File: config.mk
export PLATFORM = sky130hd
export DESIGN_NAME = condicionador_botoes
export DESIGN_NICKNAME = d
export VERILOG_FILES = /design/src/rtl/condicionador_botoes.sv
export SDC_FILE = /design/constraint.sdc
export NUM_CORES = 1
export LEC_CHECK = 0
export BUFFER_PORTS_ARGS = -buffer_cell sky130_fd_sc_hd__buf_2
export CELL_PAD_IN_SITES_DETAIL_PLACEMENT = 1
export CELL_PAD_IN_SITES_GLOBAL_PLACEMENT = 1
export CORE_UTILIZATION = 32
export CTS_BUF_LIST = sky130_fd_sc_hd__clkbuf_8
export CTS_CLUSTER_SIZE = 24
export DETAILED_ROUTE_END_ITERATION = 10
export PLACE_DENSITY = 0.65
export SETUP_SLACK_MARGIN = 0.3
export SYNTH_ARGS = -nofsm -noshare
export SYNTH_HDL_FRONTEND = slang
export SYNTH_SLANG_ARGS = --single-unit
File: constraint.sdc
create_clock -name clk -period 3.4 [get_ports clk]
set_clock_uncertainty 0.2 [all_clocks]
set_input_delay 0.51 -clock clk [delete_from_list [all_inputs] [get_ports clk]]
set_output_delay 0.51 -clock clk [all_outputs]
set_load 0.01 [all_outputs]
File: src/rtl/condicionador_botoes.sv
// rtl/condicionador_botoes.sv - two-channel button conditioner: sync, debounce, press pulse, inc auto-repeat
// Channel 0 is adjust (single pulse per press), channel 1 is increment (press plus auto-repeat).
module condicionador_botoes #(
  parameter int DEB_CYCLES    = 16,
  parameter int HOLD_CYCLES   = 64,
  parameter int REPEAT_CYCLES = 16
) (
  input  logic clk,
  input  logic reset,
  input  logic btn_ajuste_raw,
  input  logic btn_inc_raw,
  output logic btn_ajuste,
  output logic btn_inc,
  output logic ajuste_nivel,
  output logic inc_nivel
);
  localparam int DW = $clog2(DEB_CYCLES + 1);
  localparam int HW = $clog2(HOLD_CYCLES + 1);
  localparam logic [DW-1:0] DEB_LAST  = DW'(DEB_CYCLES - 1);
  localparam logic [HW-1:0] HOLD_LOAD = HW'(HOLD_CYCLES - 1);
  localparam logic [HW-1:0] REP_LOAD  = HW'(REPEAT_CYCLES - 1);

  logic [1:0]    w_raw;
  logic [1:0]    r_sync1;
  logic [1:0]    r_sync2;
  logic [1:0]    r_level;
  logic [1:0]    r_pulse;
  logic [DW-1:0] r_deb_cnt [2];
  logic [HW-1:0] r_tmr;
  logic [1:0]    w_diff;
  logic [1:0]    w_accept;
  logic [1:0]    w_rise;
  logic          w_inc_fall;
  logic          w_rep_fire;

  assign w_raw = {btn_inc_raw, btn_ajuste_raw};

  always_ff @(posedge clk or negedge reset) begin
    if (!reset) begin
      r_sync1 <= '0;
      r_sync2 <= '0;
    end else begin
      r_sync1 <= w_raw;
      r_sync2 <= r_sync1;
    end
  end

  // The counter reaching DEB_CYCLES on this edge is the accept condition.
  always_comb begin
    w_diff   = '0;
    w_accept = '0;
    w_rise   = '0;
    for (int c = 0; c < 2; c++) begin
      w_diff[c]   = r_sync2[c] ^ r_level[c];
      w_accept[c] = w_diff[c] && (r_deb_cnt[c] == DEB_LAST);
      w_rise[c]   = w_accept[c] && !r_level[c];
    end
  end

  assign w_inc_fall = w_accept[1] && r_level[1];
  assign w_rep_fire = r_level[1] && !w_inc_fall && (r_tmr == '0);

  always_ff @(posedge clk or negedge reset) begin
    if (!reset) begin
      r_level      <= '0;
      r_deb_cnt[0] <= '0;
      r_deb_cnt[1] <= '0;
    end else begin
      for (int c = 0; c < 2; c++) begin
        if (!w_diff[c] || w_accept[c]) begin
          r_deb_cnt[c] <= '0;
        end else begin
          r_deb_cnt[c] <= r_deb_cnt[c] + 1'b1;
        end
        if (w_accept[c]) begin
          r_level[c] <= ~r_level[c];
        end
      end
    end
  end

  // Down-counter: loaded with the hold delay on press, reloaded with the repeat period on each repeat.
  always_ff @(posedge clk or negedge reset) begin
    if (!reset) begin
      r_tmr <= '0;
    end else if (w_rise[1]) begin
      r_tmr <= HOLD_LOAD;
    end else if (r_level[1] && !w_inc_fall) begin
      if (r_tmr == '0) begin
        r_tmr <= REP_LOAD;
      end else begin
        r_tmr <= r_tmr - 1'b1;
      end
    end else begin
      r_tmr <= '0;
    end
  end

  always_ff @(posedge clk or negedge reset) begin
    if (!reset) begin
      r_pulse <= '0;
    end else begin
      r_pulse[0] <= w_rise[0];
      r_pulse[1] <= w_rise[1] || w_rep_fire;
    end
  end

  assign btn_ajuste   = r_pulse[0];
  assign btn_inc      = r_pulse[1];
  assign ajuste_nivel = r_level[0];
  assign inc_nivel    = r_level[1];
endmodule

==> impl_metrics.py <==
metrics = {
    "cts": {
        "cts_sinks": 25,
        "cts_tree": "done",
        "cts_inserted_buffers": 3,
        "ctsHtreeMaxLevel": 1,
        "post_cts_resized": 0,
        "cts_buffer_depth": 2,
        "cts_setup_buffers": 0,
        "path_clk_slew_ns": 0.08,
        "cts_root_buf": "clkbuf_8",
        "clkLatencyLatePin_ns": 0.26,
        "postCtsHoldBufs": 0,
    },
    "worst_setup_path": {
        "crit_path_start_kind": "flip-flop",
        "startpoint": "r_deb_cnt[0]",
        "arrival_ns": 2.08,
        "path_max_fanout": 9,
        "rr_startpoint": "r_deb_cnt[0]",
        "worst-setup-path-type": "reg -> reg",
        "required_ns": 3.32,
        "crit_path_end_kind": "flip-flop",
    },
    "logic_synthesis": {
        "synth_top_cell_area_share": 0.5945,
        "syn_area_um2": 1052,
        "synth-main-ff-cell": "dfrtp_1",
        "synth-edff-count": 0,
        "yosys_warnings": 0,
        "synth_fp_nets": 97,
        "ys_top_cells_by_area": "dfrtp_1 (59%), ha_1 (7.1%), inv_1 (3.6%), nor2_1 (3.6%), xnor2_1 (3.3%)",
        "syn_inst": 87,
        "ys_seq_area_frac": 0.5945,
        "synth_area_leader_cell": "dfrtp_1",
        "synth_seq_cells": 25,
        "synthDistinctLibCells": 26,
        "async_flop_share": 1.000,
        "syn_area_per_cell_um2": 12.09,
    },
    "final_layout": {
        "regArea_um2": 625.6,
        "area_growth_pct": 12.84,
        "drive_gt1_frac": 0.1327,
        "fin_nets": 109,
        "fillers": 344,
        "antenna_cells": 0,
        "multi_input_area_um2": 389.1,
    },
    "floorplan": {
        "die-area_um2": 3522,
        "rows": 20,
        "core_um2": 3078,
        "initial_core_util": 0.3419,
        "die_x_um": 59.35,
        "die_h_um": 59.35,
        "io_pins": 8,
    },
    "timing": {
        "min_period_over_period": 0.6358,
        "setup_tns_ns": 0,
        "max_freq_mhz": 462.6,
        "post-route-min-period_ns": 2.162,
        "slew_violations": 0,
        "worstMarginPinSlew_ns": 0.7082,
        "setup_slack_ns": 1.238,
        "relSlewSlack": 0.5144,
        "rsz0062_at_grt": "no",
        "finalHoldViolCount": 0,
        "setup_viol": 0,
    },
    "detailed_routing": {
        "drt_first_iter_violations": 7,
        "ant_nets": 0,
        "wl_per_cell_um": 11.94,
        "route.detailed.drc": 0,
        "wl_um": 1696,
        "drt_pass1_iterations": 2,
        "vias_per_cell": 4.620,
        "vias": 656,
    },
    "grt": {
        "grt_overflow": 0,
        "grt_max_degree": 26,
        "grt_use_total": 0.1205,
        "grt_pass1_wl_um": 3084,
        "antenna_found_initial": 0,
        "grt_pass1_vias": 684,
    },
    "pwr": {
        "p_int_uw": 393.5,
        "p_sw_frac": 0.2078,
        "comb_power_share": 0.041,
        "p_leak_uw": 0.0006036,
        "p_seq_frac": 0.626,
        "vdd_drop_max_v": 0.0002785,
        "power_switching_uw": 103.2,
        "clkPwrFrac": 0.334,
        "power_density_nw_per_um2": 418.3,
    },
    "min_path": {
        "hold_path.class": "in -> async",
    },
    "outcome": {
        "outcome": "complete, no violations",
    },
    "placement": {
        "pre_cts_ws_ns": 1.251,
        "dp_hpwl_um": 1273,
        "place_congestion": 0.6913,
        "port_buffers": 7,
    },
    "run": {
        "maxCapViolCount": 0,
    },
}
==> layout by cell type (no fill, tap or decap), drive strengths merged, types with 3 or more instances in the layout <==
cell    instances
inv            11
buf             7
a31oi           3
xor2            4
xnor2           4
a21oi           4
clkbuf          3
dfrtp          25
nor2           10
and3            3
ha              6
==> Yosys cell counts (2+ instances only) <==
master    number
a21oi_1        4
a31oi_1        2
and3_1         3
dfrtp_1       25
ha_1           6
inv_1         10
nand2b_1       2
nand3_1        2
nor2_1        10
xnor2_1        4
xor2_1         4
==> final cells by class <==
type                       count  share of cell area
inverter                      10             0.03161
clock inverter                 1            0.003161
tap                           44             0.04636
multi-input combinational     52              0.3277
sequential                    25              0.5269
timing repair buffer           7             0.02950
clock buffer                   3             0.03477
==> worst max-delay path, stage by stage, from the launching register on <==
cell	delay [ns]
dfrtp_1	0.40
ha_1	0.23
and3_1	0.19
ha_1	0.20
mux2i_1	0.57
a31o_1	0.18
o22ai_1	0.06
==> power groups by stage <==
stage | sequential [µW] | combinational (µW) | clock, µW
6_report | 311 | 20.2 | 166
5_1_grt | 312 | 24.4 | 181
4_1_cts | 311 | 21.5 | 173
3_5_place_dp | 317 | 21.2 | 0
3_3_place_gp | 317 | 20.1 | 0
2_1_floorplan | 316 | 10.8 | 0
==> metal layers <==
layer	routed length (µm)	up-vias	track usage
li1	-	318	-
met1	821	331	0.1573
met2	815	5	0.1926
met3	41	2	0.02620
met4	17	0	0.05102
met5	0	-	0
==> sequential cells by signal, summed over array words and instances, names as in the netlist <==
register,flops
r_sync2,2
r_tmr,7
r_deb_cnt,10
r_pulse,2
r_sync1,2
r_level,2
==> worst paths after layout <==
path                              end  slack (ns)  cells past startpoint
max in group asynchronous  r_pulse[1]        2.62                      1
max reg2reg                  r_tmr[4]        1.24                      6
max                          r_tmr[4]        1.24                      6
min                          r_tmr[6]        0.02                      1
min in group clk           r_sync1[0]        0.15                      1
min reg2reg                r_sync2[0]        0.16                      0
==> metrics by stage <==
stage	power, µW	std cells	utilization	instance area (µm²)	hold slack [ns]
3_5_place_dp	338.1	138	0.3711	1142	0.1418
2_1_floorplan	326.5	87	-	1052	0.01441
5_1_grt	517.4	142	0.3858	1187	0.06772
6_report	496.7	142	0.3858	1187	0.01958
4_1_cts	505.8	142	0.3858	1187	0.04547
3_3_place_gp	336.7	138	0.3711	1142	0.1388
==> kinds of logic after synthesis <==
logic type               share of synthesized area
AND/OR/NAND/NOR                             0.1213
flip-flops                                  0.5945
XOR/XNOR                                   0.06658
adder cells (fa/ha/maj)                    0.07134
AO/OA/AOI/OAI                              0.09037
multiplexers                               0.02021
buffers and inverters                      0.03568
(Power assumes the default switching activity.)
